===== src/rtl/acc_arb_pkg.sv =====
// Shared types, constants and the saturating adder for the accumulator
// write-path arbiter. Optional accumulate mode: ACC_ARB_ADD_EN.
package acc_arb_pkg;

    localparam int DATA_W = 8;

    localparam logic signed [7:0] SAT_MAX = 8'sd127;
    // Bit pattern 0x80 is -128 in two's complement.
    localparam logic signed [7:0] SAT_MIN = 8'sh80;

    typedef enum logic {
        IDLE  = 1'b0,
        WRITE = 1'b1
    } state_t;

    typedef struct packed {
        logic              ovf;
        logic signed [7:0] sum;
    } sat_res_t;

    // Signed 8-bit add clamped to [-128,127]; ovf flags a clamp.
    function automatic sat_res_t sat_add8(input logic signed [7:0] a,
                                          input logic signed [7:0] b);
        logic signed [8:0] s;
        sat_res_t          r;
        s = {a[7], a} + {b[7], b};
        r.ovf = (s[8] != s[7]);
        if (s[8] != s[7]) begin
            r.sum = s[8] ? SAT_MIN : SAT_MAX;
        end else begin
            r.sum = s[7:0];
        end
        return r;
    endfunction

endpackage


===== src/rtl/acc_arbiter_rr_picker.sv =====
// Combinational round-robin picker: first set request at or above the
// pointer, wrapping modulo NUM_REQ.
module rr_picker #(
    parameter int NUM_REQ = 3,
    parameter int PTR_W   = 2
) (
    input  logic [NUM_REQ-1:0] i_req,
    input  logic [PTR_W-1:0]   i_ptr,
    output logic [PTR_W-1:0]   o_win,
    output logic               o_valid
);
    import acc_arb_pkg::*;

    // Scan NUM_REQ positions starting at the pointer; the first hit wins.
    always_comb begin
        int idx;
        o_win   = '0;
        o_valid = 1'b0;
        idx     = 0;
        for (int k = 0; k < NUM_REQ; k++) begin
            idx = int'(i_ptr) + k;
            if (idx >= NUM_REQ) begin
                idx = idx - NUM_REQ;
            end
            if (!o_valid && i_req[idx]) begin
                o_win   = idx[PTR_W-1:0];
                o_valid = 1'b1;
            end
        end
    end

endmodule


===== src/rtl/acc_arbiter.sv =====
// Round-robin arbiter sharing the accumulator buffer write path among
// NUM_REQ requesters. Optional accumulate mode: define ACC_ARB_ADD_EN to
// add req_add/acc_rdata/ovf and saturating add-on-write.
module acc_arbiter #(
    parameter int NUM_REQ = 3,
    parameter int DATA_W  = 8
) (
    input  logic                      CLK,
    input  logic                      RST_N,
    input  logic [NUM_REQ-1:0]        req,
    input  logic [NUM_REQ*DATA_W-1:0] req_data,
    input  logic                      hold,
`ifdef ACC_ARB_ADD_EN
    input  logic [NUM_REQ-1:0]        req_add,
    input  logic [DATA_W-1:0]         acc_rdata,
    output logic                      ovf,
`endif
    output logic [NUM_REQ-1:0]        gnt,
    output logic                      acc_we,
    output logic [DATA_W-1:0]         acc_wdata,
    output logic                      busy
);
    import acc_arb_pkg::*;

    localparam int PTR_W = (NUM_REQ > 1) ? $clog2(NUM_REQ) : 1;

    state_t                    r_state;
    logic [PTR_W-1:0]          r_ptr;
    logic [NUM_REQ-1:0]        r_gnt;
    logic                      r_we;
    logic                      r_busy;
    logic signed [DATA_W-1:0]  r_data;

    logic [PTR_W-1:0]          w_win;
    logic                      w_valid;
    logic [PTR_W-1:0]          w_next_ptr;
    logic [NUM_REQ-1:0]        w_onehot;
    logic signed [DATA_W-1:0]  w_sel_data;
    logic signed [DATA_W-1:0]  w_load_data;
    logic                      w_load_ovf;

    rr_picker #(
        .NUM_REQ (NUM_REQ),
        .PTR_W   (PTR_W)
    ) u_rr_picker (
        .i_req   (req),
        .i_ptr   (r_ptr),
        .o_win   (w_win),
        .o_valid (w_valid)
    );

    assign w_sel_data = req_data[int'(w_win)*DATA_W +: DATA_W];
    assign w_onehot   = {{(NUM_REQ-1){1'b0}}, 1'b1} << w_win;
    assign w_next_ptr = (w_win == PTR_W'(NUM_REQ-1)) ? '0 : w_win + 1'b1;

`ifdef ACC_ARB_ADD_EN
    logic     r_ovf;
    sat_res_t w_sum;

    assign w_sum = sat_add8(acc_rdata, w_sel_data);

    // Accumulate-mode requesters write the clamped sum instead of raw data.
    always_comb begin
        w_load_data = w_sel_data;
        w_load_ovf  = 1'b0;
        if (req_add[w_win]) begin
            w_load_data = w_sum.sum;
            w_load_ovf  = w_sum.ovf;
        end
    end

    assign ovf = r_ovf;
`else
    assign w_load_data = w_sel_data;
    assign w_load_ovf  = 1'b0;
`endif

    // Two-state FSM: grant and strobe for one cycle, then return to IDLE.
    always_ff @(posedge CLK or negedge RST_N) begin
        if (!RST_N) begin
            r_state <= IDLE;
            r_ptr   <= '0;
            r_gnt   <= '0;
            r_we    <= 1'b0;
            r_busy  <= 1'b0;
            r_data  <= '0;
`ifdef ACC_ARB_ADD_EN
            r_ovf   <= 1'b0;
`endif
        end else begin
            case (r_state)
                IDLE: begin
                    if (!hold && w_valid) begin
                        r_state <= WRITE;
                        r_gnt   <= w_onehot;
                        r_we    <= 1'b1;
                        r_busy  <= 1'b1;
                        r_data  <= w_load_data;
                        r_ptr   <= w_next_ptr;
`ifdef ACC_ARB_ADD_EN
                        r_ovf   <= w_load_ovf;
`endif
                    end else begin
                        r_gnt   <= '0;
                        r_we    <= 1'b0;
                        r_busy  <= 1'b0;
`ifdef ACC_ARB_ADD_EN
                        r_ovf   <= 1'b0;
`endif
                    end
                end
                WRITE: begin
                    // hold is ignored here: a started write always completes.
                    r_state <= IDLE;
                    r_gnt   <= '0;
                    r_we    <= 1'b0;
                    r_busy  <= 1'b0;
`ifdef ACC_ARB_ADD_EN
                    r_ovf   <= 1'b0;
`endif
                end
                default: begin
                    r_state <= IDLE;
                    r_gnt   <= '0;
                    r_we    <= 1'b0;
                    r_busy  <= 1'b0;
`ifdef ACC_ARB_ADD_EN
                    r_ovf   <= 1'b0;
`endif
                end
            endcase
        end
    end

    assign gnt       = r_gnt;
    assign acc_we    = r_we;
    assign acc_wdata = r_data;
    assign busy      = r_busy;

`ifndef ACC_ARB_ADD_EN
    logic w_unused;
    assign w_unused = w_load_ovf;
`endif

endmodule


===== config.mk =====
export PLATFORM = sky130hd
export DESIGN_NAME = acc_arbiter
export DESIGN_NICKNAME = d
export VERILOG_FILES = /design/src/rtl/acc_arb_pkg.sv /design/src/rtl/acc_arbiter_rr_picker.sv /design/src/rtl/acc_arbiter.sv
export SDC_FILE = /design/constraint.sdc
export NUM_CORES = 1
export LEC_CHECK = 0
export CORE_MARGIN = 2
export CORE_UTILIZATION = 45
export CTS_CLUSTER_DIAMETER = 50
export DETAILED_ROUTE_END_ITERATION = 16
export GPL_TIMING_DRIVEN = 0
export HOLD_SLACK_MARGIN = 0.03
export PLACE_DENSITY = 0.84
export SLEW_MARGIN = 20
export SYNTH_ARGS = -nofsm -noshare
export SYNTH_HDL_FRONTEND = slang
export SYNTH_SLANG_ARGS = --single-unit

===== constraint.sdc =====
create_clock -name CLK -period 5.39 [get_ports CLK]
set_clock_uncertainty 0.2 [all_clocks]
set_input_delay 1.078 -clock CLK [delete_from_list [all_inputs] [get_ports CLK]]
set_output_delay 1.078 -clock CLK [all_outputs]
set_load 0.005 [all_outputs]

== Word level (Yosys, flattened, before mapping) ==
Cells that the tools add are included.
Cells by class
  $add $sub $neg: 6
  $lt $le $gt $ge: 6
  equality and inequality tests: 1
  shift operators: 2
  multiplexer cells: 23
  bitwise operators: 1
  reduce and logical (&&, ||, !) cells: 7
Operator list (number)
  $lt A32 B4 Y1 const B: 3
  $mux W32: 3
  $ge A32 B3 Y1 const B: 2
  $sub A32 B3 Y32 const B: 2
  $shiftx A24 B6 Y8: 1
  $mux W1: 10
  $mux W2: 4
  $bmux W1 S2: 3
  $pmux W3 S2: 1
  $add A2 B1 Y3 const B: 1
  $add A2 B2 Y3 const B: 1
  $logic_and A1 B1 Y1: 3
  $logic_not A1 Y1: 3
  $mux W3: 1
  $shl A1 B2 Y3 const A: 1
  $sub A2 B2 Y3 const B: 1
  $add A2 B1 Y2 const B: 1
  $eq A2 B2 Y1 const B: 1
  $ge A2 B2 Y1 const B: 1
  $pmux W1 S2: 1
  $reduce_and A2 Y1: 1
  $not A1 Y1: 1
Word-level totals
  register bits after elaboration: 14
  input bits: 30
  output and inout bits: 13

== Depth between registers and ports, before layout ==
Gate-level depths: netlist (run 1).
  depth in word-level cells: 15
  mapped depth: 9
  gate-level depth less buffers: 7

== Modules after synthesis ==
A second synthesis (run 1) with hierarchy kept.
Second synthesis, totals
  cell total of the unflattened synthesis: 93
  area, all modules: 922.1 um^2
Modules (own cells, without submodules)
  acc_arbiter: times used 1, cells each 67, area each 721.9 um^2, seq. area each 350.3 um^2
  rr_picker: times used 1, cells each 26, area each 200.2 um^2, seq. area each 0.0 um^2

== Least setup slack after synthesis (run 1) ==
OpenSTA, ideal clock, no wires.
  path kind: input port to flip-flop
  from: input req[1]
  to: register r_data[0], in the netlist acc_wdata[0]
  arrival time: 2.184 ns
  path slack: 2.874 ns
  cell stages on the path: 6
  path through: mux2i_2 -> o211ai_4 -> or3_1 -> buf_6 -> a211oi_1 -> a311oi_1
On the way
  word-level cells in the longest chain between the ends: 12
  elaborated cells between the ends (all ways): 22
  classes of those cells: shift (1); mux (15); reduce/logical (6)
Ends and longest elaborated chain
  start: declaration: line acc_arbiter.sv:10  | input logic [NUM_REQ-1:0] req,
  parallel branches: the longest is 12 deep, another holds $shiftx A24 B6 Y8
  end signal: assignment: line acc_arbiter.sv:98  | r_data <= w_load_data;
  end: declaration: line acc_arbiter.sv:32  | logic signed [DATA_W-1:0] r_data;
Several ways; the timed one is not identified. The select of a mux whose other input is x is not followed.
A chain may end at the register's enable or synchronous reset.

== Worst setup path after layout (run 1) ==
  from: input req[1]
  to: register r_data[1], in the netlist acc_wdata[1]
The elaborated chain is that of the path after synthesis.

==> metrics.txt, run 1 <==
outcome=complete, no violations; CP endpoint kind=flip-flop; clk buf depth=2; Post-DP Area=between 0.001 and 0.0015 sq mm; RR Startpoint=r_ptr[1]$_DFFE_PN0P_; sequential fraction of the synthesis area=0.350; syn_nets=141; warnings from Yosys=0; crit path launch=req[1]; FF+latch count, synth=14; clock power share=0.100; Leakage=a little under 0.0006 uW; fmax=342 MHz; R2R Setup Slk=2.85 ns; layout cells sized above 1=0.124; routed len/inst=roughly 16 um; Worst-path clk slew=0.09 ns; Final Net Count=around 190; die width=approximately 51 um; overall die area=0.00262 sq mm; Yosys top cell area share=0.350; final instance area=0.00149 sq mm; number of flops mapped to enable cells by yosys=0; CP startpoint kind=input port; cts hold-fix bufs=0; Mapped Avg Cell Area=9.37 sq um; total clock sinks=14; Slew Viols, Final=0; PortBufs=42; DR vias=a little over 1000; initial antenna violation count=0; Yosys top cell by area=dfrtp_1; CTS tree=done; pin count of the biggest net entering global routing=15; Final ANT Viol Nets=0; # DRC=0; GRT Total Usage=0.252; actual slew at the worst max-slew pin=~0.64 ns; maximum vdd drop=401 uV; initial detailed-routing violation count=10; hold crit path type=flip-flop to flip-flop; Final Wtd Congestion=0.825; 1st-pass router iterations=4; die span in y=51.2 um; Seq pwr share=0.235; antenna cells=0; RSZ-0062 raised after global routing=false; CTS root buf=clkbuf_4; clk_lat worst skew=0.29 ns; drt total wl=2860 um; Synth Flop Type=dfrtp_1; Comb pwr share=0.665; post-route setup TNS=0 ns; post-synthesis cell type count=36; number of setup buffers added after CTS=0; NetSw=approximately 330 uW; crit share post-route=0.542; Worst EP required=between 5 and 6 ns; H-tree Lvls=1; Crit Path Class=input port to flip-flop; min Tclk post-route=2.92 ns; crit-path max FO=9; Row Count=17; final hold violation count=0; post-layout util=0.695; GR Overflow Total=0; asr flop ratio synth=1.00; Post-DP HPWL=2250 um; Pint=between 400 and 500 uW; ranking of synthesized cells by area=dfrtp_1, a311oi_1, a211oi_1, nor2_1, ha_1; Sw Ratio=0.418; Max-slew headroom=0.573; Cells after Synth=107; PwrDens=520 mW/mm^2; Max Cap Violations=0; hold path startpoint=acc_wdata[7]$_DFFE_PN0P_; Vias/cell=5.71; number of buffers created by CTS=3; Initial Util=0.467; synth-to-layout area growth=49.1%; Ports=43; CP Data Arrival Time=2.89 ns; most frequent cells after synthesis=dfrtp_1, nor2_1, a211oi_1; Post-CTS Resized=0; core footprint=0.00215 sq mm; Mapped Area=0.00100 sq mm; final setup fails=0; vias in the first global route=1082; first-pass GRT wire length=4880 um
## per-stage QoR
stage / total power, uW / std cells / setup slack, ns / hold WS (ns)
global placement: 682 / 177 / 2.27 / 0.347
CTS: 781 / 181 / 2.49 / 0.362
floorplan: 511 / 107 / 2.87 / 0.317
finish: 777 / 181 / 2.47 / 0.360
global route: 842 / 181 / 2.26 / 0.387
detailed placement: 703 / 177 / 2.18 / 0.349
## power groups by stage
stage | sequential, uW | combinational [uW] | clock (uW)
CTS | 183 | 520 | 79.0
detailed placement | 184 | 519 | 0
global route | 189 | 570 | 82.9
floorplan | 184 | 327 | 0
finish | 182 | 517 | 77.9
global placement | 182 | 500 | 0
## routing by layer
layer	GRT usage	up-vias	wire length, um
met5	0	-	0
met4	0.126	0	55
met3	0.0556	5	208
met2	0.439	45	1420
met1	0.287	487	1170
li1	-	496	-
## cells by family (layout without fill, tap and decap cells)
| logic type | after synthesis | count (layout) | share of synthesized area |
|---|---|---|---|
| DFF | 14 | 14 | 0.350 |
| and+or+nand+nor | 36 | 36 | 0.184 |
| AOI/OAI and AO/OA | 37 | 37 | 0.306 |
| adders and majority gates | 4 | 4 | 0.0499 |
| buffers and inverters | 13 | 59 | 0.0774 |
| muxes | 3 | 3 | 0.0337 |
## final timing paths
path                                                  to  cells after the start
worst min-delay path            acc_wdata[7]$_DFFE_PN0P_                      2
worst max register to register  acc_wdata[1]$_DFFE_PN0P_                      8
max in group asynchronous       acc_wdata[0]$_DFFE_PN0P_                      1
worst min register to register  acc_wdata[7]$_DFFE_PN0P_                      2
min in group asynchronous       acc_wdata[5]$_DFFE_PN0P_                      1
worst max-delay path            acc_wdata[1]$_DFFE_PN0P_                      7
## flip-flops by register name, summed over array words and instances (netlist names)
register / flops
gnt: 3
busy: 1
r_ptr: 2
acc_wdata: 8
## critical path: stages
cell and delay (ns):
clkdlybuf4s50_1 0.49, mux2i_2 0.31, o211ai_4 0.16, or3_1 0.34, buf_6 0.15, a211oi_1 0.28
a311oi_1 0.09
## final cells by class
| class | instances | area [sq um] |
|---|---|---|
| plain buffers | 8 | 58.8 |
| clock buffers | 4 | 36.3 |
| fillers | 179 | 654 |
| inverters | 5 | 18.8 |
| multi-input cells | 80 | 574 |
| flip-flops and latches | 14 | 350 |
| well taps | 28 | 35.0 |
| repair buffers | 42 | 420 |
## placed cells by master, fill, tap and decap left out
cell type and n:
nand3b_1 2, clkdlybuf4s50_1 42, nor3_1 1, inv_1 5
o311a_1 1, clkbuf_4 3, nand2_1 2, dfrtp_1 14
nand3_1 8, nor2b_1 2, or2_1 1, a311oi_1 8
nor3b_1 1, a31o_2 1, o31a_1 1, mux2i_2 1
a31oi_4 1, o22ai_2 1, a21boi_1 1, buf_1 1
and4b_1 1, clkbuf_8 1, mux2i_1 2, ha_1 4
or2_2 1, buf_2 2, a22o_1 2, buf_6 2
buf_4 3, o21a_1 1, nor2_1 14, a211oi_1 9
or2_4 1, nand2b_1 1, o21ai_2 1, a21oi_1 1
o21ai_0 8, o211ai_4 1, or3_1 1
Note: power is estimated with default switching activity, not from simulation.
==> run 2: changes to the inputs <==
--- a/config.mk
+++ b/config.mk
@@ -6,12 +6,12 @@
 export NUM_CORES = 1
 export LEC_CHECK = 0
 export CORE_MARGIN = 2
-export CORE_UTILIZATION = 45
+export CORE_UTILIZATION = 38
 export CTS_CLUSTER_DIAMETER = 50
 export DETAILED_ROUTE_END_ITERATION = 16
 export GPL_TIMING_DRIVEN = 0
 export HOLD_SLACK_MARGIN = 0.03
-export PLACE_DENSITY = 0.84
+export PLACE_DENSITY = 0.76
 export SLEW_MARGIN = 20
 export SYNTH_ARGS = -nofsm -noshare
 export SYNTH_HDL_FRONTEND = slang
==> constraint.sdc (replaced) <==
create_clock -name CLK -period 2.5 [get_ports CLK]
set_clock_uncertainty 0.2 [all_clocks]
set_input_delay 0.5 -clock CLK [delete_from_list [all_inputs] [get_ports CLK]]
set_output_delay 0.5 -clock CLK [all_outputs]
set_load 0.005 [all_outputs]
==> run 2 against run 1 <==
Via count is 1.8% higher; hold slack better by 0.011 ns; flip-flop and latch count stayed put; register-to-register slack worse by 2.8 ns; die area is 17% higher; clock power is 110% higher; worst setup slack worse by 2.4 ns; combinational power is 150% higher; cell count is 2.2% higher; count of clock-buffer cells in the layout stayed put.
==> metrics.txt, run 2 (synthesis gave the netlist of run 1 again) <==
outcome=complete, no violations (unchanged); layout cells sized above 1=0.213 (was 0.124); Sw Ratio=0.425 (was 0.418); Final ANT Viol Nets=0 (unchanged); die span in y=55.4 um (was 51.2 um); pin count of the biggest net entering global routing=15 (unchanged); Final Net Count=190 (was 188); GR Overflow Total=0 (unchanged); most common cell after layout, fill and taps aside=clkdlybuf4s50_1 (unchanged); worst-path cell chain=inv_1, ha_2, buf_4, mux2i_4, nor2_1, o311a_1, buf_4, a311oi_1 (was clkdlybuf4s50_1, mux2i_2, o211ai_4, or3_1, buf_6, a211oi_1, a311oi_1); crit-path max FO=10 (was 9); Max Cap Violations=0 (unchanged); CP Data Arrival Time=2.40 ns (was 2.89 ns); crit share post-route=0.970; actual slew at the worst max-slew pin=0.649 ns (was 0.638 ns); Filler Cells Inserted=219 (was 179); 1st-pass router iterations=5 (was 4); Vias/cell=5.69 (was 5.71); initial antenna violation count=0 (unchanged); Leakage=0.000602 uW (was 0.000585 uW); PwrDens=1150 mW/mm^2 (was 520 mW/mm^2); met3 Use GR=0.0328 (was 0.0556); Worst-path clk slew=0.09 ns (about the same); die width=55.4 um (was 51.2 um); Worst path slowest cell=dfrtp_2 (was clkdlybuf4s50_1); Initial Util=0.405 (was 0.467); clk_lat worst skew=0.28 ns (was 0.29 ns); Max-slew headroom=0.566 (was 0.573); cts hold-fix bufs=0 (unchanged); number of buffers created by CTS=3 (unchanged); Total Power=1850 uW (was 777 uW); antenna cells=0 (unchanged); clock power share=0.089 (was 0.100); synth-to-layout area growth=60.4% (was 49.1%); number of flip-flops under the largest register name=8 (unchanged); R2R Setup Slk=0.08 ns (was 2.85 ns); drt total wl=3150 um (was 2860 um); maximum vdd drop=650 uV (was 401 uV); CP endpoint kind=flip-flop (unchanged); min Tclk post-route=2.42 ns; post-route setup TNS=0 ns (unchanged); overall die area=0.00306 sq mm (was 0.00262 sq mm); fmax=412 MHz; Top cell by count, worst path=buf_4; DR vias=1052 (was 1033); highest-count cells in the layout ignoring fill and taps=clkdlybuf4s50_1, nor2_1, dfrtp_1, nand3_1, a211oi_1 (was clkdlybuf4s50_1, nor2_1, dfrtp_1, a211oi_1); final setup fails=0 (unchanged); Slew Viols, Final=0 (unchanged); vias in the first global route=1058 (was 1082); # DRC=0 (unchanged); total clock sinks=14 (unchanged); Crit Path Class=flip-flop to flip-flop (was input port to flip-flop); NetSw=785 uW (was 325 uW); CTS tree=done (unchanged); Comb pwr share=0.695 (was 0.665); Row Count=18 (was 17); Post-DP HPWL=2220 um (was 2250 um); Final Wtd Congestion=0.844 (was 0.825); layer with the highest usage=met2 (unchanged); initial detailed-routing violation count=24 (was 10); PortBufs=42 (unchanged); routed len/inst=17.0 um (was 15.8 um); Seq pwr share=0.216 (was 0.235); CTS root buf=clkbuf_4 (unchanged); Top delay family on crit path=compound AO/OA/AOI/OAI gates (was buffers and inverters); H-tree Lvls=1 (unchanged); CP startpoint kind=flip-flop (was input port); hold crit path type=flip-flop to flip-flop (unchanged); routing usage on met1=0.267 (was 0.287); GRT Total Usage=0.207 (was 0.252); Worst EP required=2.47 ns (was 5.36 ns); clk buf depth=2 (unchanged); RSZ-0062 raised after global routing=true (was false); buffers plus inverters on the worst setup path=3 (was 2); critical path's largest stage delay=0.45 ns (was 0.49 ns); first-pass GRT wire length=5100 um (was 4880 um); final hold violation count=0 (unchanged); core footprint=0.00248 sq mm (was 0.00215 sq mm); Ports=43 (unchanged); Pint=1060 uW (was 452 uW); met2 Use GR=0.342 (was 0.439)
==> run 2: worst paths after layout <==
kind | startpoint | end | depth (start not counted)
setup reg to reg | r_ptr[0]$_DFFE_PN0P_ | acc_wdata[2]$_DFFE_PN0P_ | 8
setup / recovery | r_ptr[0]$_DFFE_PN0P_ | acc_wdata[2]$_DFFE_PN0P_ | 8
max in group asynchronous | RST_N | r_ptr[0]$_DFFE_PN0P_ | 1
min in group asynchronous | RST_N | acc_wdata[6]$_DFFE_PN0P_ | 1
hold / removal | acc_wdata[0]$_DFFE_PN0P_ | acc_wdata[0]$_DFFE_PN0P_ | 2
hold reg to reg | acc_wdata[0]$_DFFE_PN0P_ | acc_wdata[0]$_DFFE_PN0P_ | 2
==> run 2: power groups by stage <==
| stage | Combinational (uW) | Clock (uW) | Sequential (uW) |
|---|---|---|---|
| floorplan | 704 | 0 | 397 |
| global placement | 1090 | 0 | 392 |
| detailed placement | 1120 | 0 | 395 |
| CTS | 1130 | 168 | 392 |
| global route | 1400 | 179 | 410 |
| finish | 1280 | 165 | 398 |
==> run 2: layout make-up <==
type | instances | area, sq um | share of cell area
Multi-Input combinational cell | 80 | 667 | 0.415
Timing Repair Buffer | 44 | 435 | 0.271
Sequential cell | 14 | 352 | 0.219
Buffer | 8 | 61.3 | 0.0381
Tap cell | 30 | 37.5 | 0.0233
Clock buffer | 4 | 36.3 | 0.0226
Inverter | 5 | 18.8 | 0.0117
==> run 2: what timing repair did <==
item,in CTS,in global routing
endpoints found under the hold margin,0,0
setup buffers,1,1
resized for setup,0,23
pin swaps,0,5
setup endpoints to repair,1,11
==> run 2: metrics by stage <==
stage / util / cells / area, sq um / setup WS, ns / hold WS [ns]
after floorplan: - / 107 / 1000 / 0.258 / 0.00441
after global placement: 0.589 / 179 / 1460 / -0.0497 / 0.349
after detailed placement: 0.589 / 179 / 1460 / -0.109 / 0.354
after CTS: 0.607 / 184 / 1500 / 0.0223 / 0.367
after global routing: 0.649 / 185 / 1610 / -0.0778 / 0.402
final: 0.649 / 185 / 1610 / 0.0753 / 0.371
==> run 2: worst min-delay path: cells and delay by family (launching register included) <==
kind | cells | cell delay, ns
and+or+nand+nor | 1 | 0.10
DFF | 1 | 0.39
AOI/OAI and AO/OA | 1 | 0.05
==> run 2: routing by layer <==
layer / wire, um / vias up
met1: 1310 / 497
li1: - / 497
met3: 190 / 7
met5: 0 / -
met4: 63 / 0
met2: 1590 / 51
